## src/rtl/bit_kosusu_pkg.sv

```systemverilog
// Shared constants for the bit runner: heading codes and FSM state encodings.
// No logic; no latency; no flow control.
// Imported by bit_kosusu_gen.
package bit_kosusu_pkg;

  localparam logic [1:0] YON_KUZEY = 2'd0;
  localparam logic [1:0] YON_DOGU  = 2'd1;
  localparam logic [1:0] YON_GUNEY = 2'd2;
  localparam logic [1:0] YON_BATI  = 2'd3;

  typedef enum logic {
    DURUM_KOS   = 1'b0,
    DURUM_BITTI = 1'b1
  } durum_t;

endpackage

```

## src/rtl/kenar_algila.sv

```systemverilog
// Single-bit synchronous rising-edge detector.
// Latency: kenar is combinational from d against the previous sampled value.
// Backpressure: none; one pulse per sampled 0->1 transition.
module kenar_algila (
  input  logic clk,
  input  logic rst,
  input  logic d,
  output logic kenar
);

  logic d_q;

  always_ff @(posedge clk) begin
    if (rst) d_q <= 1'b0;
    else     d_q <= d;
  end

  assign kenar = d & ~d_q;

endmodule

```

## src/rtl/bit_kosusu_gen.sv

```systemverilog
// Bit runner on a 2^W x 2^W grid; BIT_KOSUSU_SARMA_EN selects wrap-around borders (default: blocking).
// Latency: one cycle from sampled ileri/don to x, y, yon, adim, bitti_mi.
// Backpressure: none; one step or one turn per cycle, a turn edge suppresses that cycle's step.
module bit_kosusu_gen #(
  parameter int unsigned W       = 8,
  parameter int unsigned AW      = 16,
  parameter logic [W-1:0] HEDEF_X = {W{1'b1}},
  parameter logic [W-1:0] HEDEF_Y = {W{1'b1}}
) (
  input  logic          clk,
  input  logic          rst,
  input  logic          ileri,
  input  logic          don,
  input  logic          sol,
  output logic [1:0]    yon,
  output logic [1:0]    bolge,
  output logic [W-1:0]  x,
  output logic [W-1:0]  y,
  output logic [AW-1:0] adim,
  output logic          bitti_mi
);

  import bit_kosusu_pkg::*;

`ifdef BIT_KOSUSU_SARMA_EN
  localparam bit SARMA = 1'b1;
`else
  localparam bit SARMA = 1'b0;
`endif

  localparam logic [W-1:0]  KOORD_MAX = {W{1'b1}};
  localparam logic [W-1:0]  KOORD_BIR = {{(W-1){1'b0}}, 1'b1};
  localparam logic [AW-1:0] ADIM_MAX  = {AW{1'b1}};
  localparam logic [AW-1:0] ADIM_BIR  = {{(AW-1){1'b0}}, 1'b1};

  durum_t        durum, durum_n;
  logic          don_kenar;
  logic [W-1:0]  x_n, y_n, x_s, y_s;
  logic [1:0]    yon_n;
  logic [AW-1:0] adim_n;
  logic          sinirda;
  logic          adim_ok;

  kenar_algila u_don_kenar (
    .clk   (clk),
    .rst   (rst),
    .d     (don),
    .kenar (don_kenar)
  );

  // Candidate position one unit along the heading; arithmetic wraps mod 2^W.
  always_comb begin
    x_s     = x;
    y_s     = y;
    sinirda = 1'b0;
    unique case (yon)
      YON_KUZEY: begin y_s = y + KOORD_BIR; sinirda = (y == KOORD_MAX); end
      YON_DOGU:  begin x_s = x + KOORD_BIR; sinirda = (x == KOORD_MAX); end
      YON_GUNEY: begin y_s = y - KOORD_BIR; sinirda = (y == '0);        end
      default:   begin x_s = x - KOORD_BIR; sinirda = (x == '0);        end
    endcase
  end

  always_comb begin
    durum_n = durum;
    x_n     = x;
    y_n     = y;
    yon_n   = yon;
    adim_n  = adim;
    adim_ok = 1'b0;
    if (durum == DURUM_KOS) begin
      if (don_kenar) begin
        yon_n = sol ? (yon - 2'd1) : (yon + 2'd1);
      end else if (ileri) begin
        adim_ok = SARMA || !sinirda;
      end
      if (adim_ok) begin
        x_n    = x_s;
        y_n    = y_s;
        adim_n = (adim == ADIM_MAX) ? adim : (adim + ADIM_BIR);
        // Only a real move can arrive; the reset position never counts.
        if (x_s == HEDEF_X && y_s == HEDEF_Y) durum_n = DURUM_BITTI;
      end
    end
  end

  always_ff @(posedge clk) begin
    if (rst) begin
      durum <= DURUM_KOS;
      x     <= '0;
      y     <= '0;
      yon   <= YON_KUZEY;
      adim  <= '0;
    end else begin
      durum <= durum_n;
      x     <= x_n;
      y     <= y_n;
      yon   <= yon_n;
      adim  <= adim_n;
    end
  end

  assign bitti_mi = (durum == DURUM_BITTI);
  assign bolge    = {y[W-1], x[W-1]};

endmodule

```

## config.mk

```make
export PLATFORM = sky130hd
export DESIGN_NAME = bit_kosusu_gen
export DESIGN_NICKNAME = d
export VERILOG_FILES = /design/src/rtl/bit_kosusu_pkg.sv /design/src/rtl/kenar_algila.sv /design/src/rtl/bit_kosusu_gen.sv
export SDC_FILE = /design/constraint.sdc
export NUM_CORES = 1
export LEC_CHECK = 0
export BUFFER_PORTS_ARGS = -buffer_cell sky130_fd_sc_hd__buf_2
export CAP_MARGIN = 15
export CORE_MARGIN = 4
export CORE_UTILIZATION = 60
export CTS_BUF_LIST = sky130_fd_sc_hd__clkbuf_2 sky130_fd_sc_hd__clkbuf_4 sky130_fd_sc_hd__clkbuf_8
export CTS_CLUSTER_SIZE = 14
export DETAILED_ROUTE_END_ITERATION = 10
export PLACE_DENSITY_LB_ADDON = 0.2
export REMOVE_ABC_BUFFERS = 1
export SLEW_MARGIN = 0
export SYNTH_ARGS = -nofsm -noshare
export SYNTH_HDL_FRONTEND = slang
export SYNTH_SLANG_ARGS = --single-unit
export TNS_END_PERCENT = 1
```

## constraint.sdc

```tcl
create_clock -name clk -period 9.33 [get_ports clk]
set_clock_uncertainty 0.15 [all_clocks]
set_input_delay 0.4665 -clock clk [delete_from_list [all_inputs] [get_ports clk]]
set_output_delay 0.4665 -clock clk [all_outputs]
set_load 0.1 [all_outputs]
```

==> summary.md <==
| Metric | Value |
|---|---|
| Post-synth cell types | `67` |
| Die Y | `76.4 um` |
| Max Cap Viol | `0` |
| Top post-synthesis cells by count | `nor2_1, dfxtp_1, nand2_1` |
| Total internal power | `0.000294 W` |
| Sw Pwr | `0.000230 W` |
| CTS H-Tree Depth | `2` |
| Critical path required time | `9.39 ns` |
| Root Buffer | `clkbuf_8` |
| PwrDens | `174 nW/um^2` |
| Most common cell in the synthesized netlist | `nor2_1` |
| TNS Setup | `0 ns` |
| Setup bufs post-CTS | `0` |
| Worst min-delay path class | `input pin to flop` |
| Worst skew pair latency | `0.29 ns` |
| Number of global-route vias before repair | `2375` |
| Yosys reg bits | `36` |
| Startpoint types | `flop` |
| Top-area cell type share of the netlist area | `25.7%` |
| Cell accounting for the most synthesized area | `dfxtp_1` |
| Antenna Nets Post-Route | `0` |
| Initial antenna violation count | `0` |
| CP max-delay cell | `ha_1` |
| Cts hold-fix bufs | `0` |
| Num CTS Buffers | `5` |
| Flop2flop setup slack | `5.66 ns` |
| Synthesis Warnings | `0` |
| Crit end category | `flop` |
| Ant diodes | `0` |
| Slowest stage delay, CP | `0.76 ns` |
| RSZ-0062 raised after global routing | `no` |
| Critical path fanouts, max | `28` |
| DP Wirelength | `4930 um` |
| Largest net degree at the start of global routing | `38` |
| Drt pass-1 iters | `5` |
| Flop pwr share | `34.6%` |
| Port Buffers | `41` |
| Clk pwr share | `23.2%` |
| Post-Syn Area per Cell | `8.07 um^2` |
| Cell Rows | `24` |
| Comb pwr share | `42.1%` |
| Io pins | `42` |
| Crit Path Class | `flop to flop` |
| GR Util All Layers | `23.6%` |
| Most frequent CP cell | `ha_1` |
| Worst vdd ir | `0.110 mV` |
| Post-Synthesis Cells | `348` |
| Vias post-DR | `2656` |
| Via density | `6.23` |
| Worst path arrival time | `3.73 ns` |
| Final WL | `6850 um` |
| Tot Pwr | `0.000524 W` |
| Post-synth EDFFs | `0` |
| Syn Std Cell Area | `2810 um^2` |
| Final setup viols | `0` |
| Die width | `76.4 um` |
| Layout cells sized above 1 | `17.4%` |
| Ys async rst share | `0%` |
| F_max | `272 MHz` |
| Nets | `394` |
| CTS sink count | `36` |
| Rel. slew slack | `40.6%` |
| Switch share | `43.9%` |
| Final number of hold-violating endpoints | `0` |
| Core ar. | `4440 um^2` |
| GPL Wtd Cong | `0.906` |
| Crit-path cells | `inv_1 -> ha_1 -> xor2_1 -> ha_1 -> o21ai_0 -> a221oi_2 -> xnor2_1 -> a2111oi_2 -> o2111ai_1 -> a2111o_1 -> o32ai_2` |
| Final Cycle Share | `39.4%` |
| Clk buf depth | `2` |
| Initial Util | `63.2%` |
| Clock Pin Slew Worst Setup and Hold Paths | `0.08 ns` |
| Largest cells by area after synthesis | `dfxtp_1, xor2_1, ha_1` |
| Area grow syn2layout | `7.22%` |
| Final Max Tran Viols | `0` |
| Top FF cell, synth | `dfxtp_1` |
| Initial DRC Count | `271` |
| Gr ovfl total | `0` |
| Die Area | `5840 um^2` |
| Avg WL per Cell | `16.1 um` |
| Register area share after synthesis | `25.7%` |
| Post-route DRC | `0` |
| First-pass GRT wire length | `11500 um` |
| # resized after CTS | `0` |
| TritonCTS clock tree | `built` |
| Worst-margin pin slew | `0.891 ns` |
| Fin crit period | `3.67 ns` |
| Status | `finished, final reports clean` |
| Leak | `1.21 nW` |
-- area by class of cell --
cell class	count	area [um^2]
sequential	36	721
tap	52	65.1
timing repair buffer	42	213
fill	389	1430
multi-input combinational	277	1870
inverter	12	45.0
clock buffer	7	96.3
-- critical path: cells and delay by family (launching register included) --
kind                     cells  cell delay, ns
AO/OA/AOI/OAI                6            1.52
XOR/XNOR                     2            0.37
adder cells (fa/ha/maj)      2            1.02
buffers and inverters        1            0.15
flip-flops                   1            0.40
-- registers in the layout, indices dropped and copies added, names as in the netlist --
register and cells:
adim 16, bitti_mi 1, u_don_kenar.d_q 1, x 8
y 8, yon 2
-- logic make-up after synthesis --
kind of cell / Yosys count / synth area share, %
XOR/XNOR: 33 / 10.3
AND/OR/NAND/NOR: 148 / 27.2
flip-flops: 36 / 25.7
multiplexers: 6 / 2.14
adder cells (fa/ha/maj): 15 / 6.95
buffers and inverters: 35 / 7.88
AO/OA/AOI/OAI: 75 / 19.9
-- layer usage --
metal  up-vias  track usage [%]  share of wire (%)
li1       1306                -                  -
met1      1232             31.2                 45
met2       105             38.1                 46
met3        13             4.85                6.5
met4         0             7.79                1.9
met5         -                0                  0
-- through the flow --
stage          hold slack (ns)  area [um^2]  setup WS, ns  std cells  utilization (%)
2_1_floorplan            0.386         2630          5.04        325                -
3_3_place_gp             0.342         2920          5.91        419             65.6
3_5_place_dp             0.353         2920          5.72        419             65.6
4_1_cts                  0.317         3010          5.67        426             67.8
5_1_grt                  0.313         3010          5.45        426             67.8
6_report                 0.311         3010          5.66        426             67.8
-- power groups by stage --
stage	registers (W)	logic, W	clock network [W]
after floorplan	0.000244	0.000114	0
after global placement	0.000184	0.000214	0
after detailed placement	0.000185	0.000218	0
after CTS	0.000181	0.000219	0.000123
after global routing	0.000184	0.000237	0.000131
final	0.000182	0.000221	0.000122
-- worst paths after layout --
kind,from,endpoint,cells past startpoint
worst min register to register,adim[1],adim[1],2
worst min-delay path,don,u_don_kenar.d_q,2
worst max register to register,yon[0],bitti_mi,11
worst max-delay path,yon[0],bitti_mi,11
-- placed cells by master (no fill, tap or decap), types with 3 or more instances in the layout --
cell type,count
a211oi_1,3
a21oi_1,12
a31oi_1,4
and3_1,7
buf_2,41
clkbuf_8,7
dfxtp_1,36
ha_1,14
inv_1,12
mux2i_1,6
nand2_1,25
nand2b_1,4
nand3_1,18
nand4_1,11
nand4b_1,5
nor2_1,46
nor2b_1,6
nor3_1,7
nor4_1,3
o21a_1,3
o21ai_0,13
o21ai_1,3
o22ai_1,3
or3_1,3
xnor2_1,12
xor2_1,21
(Power assumes the default switching activity.)
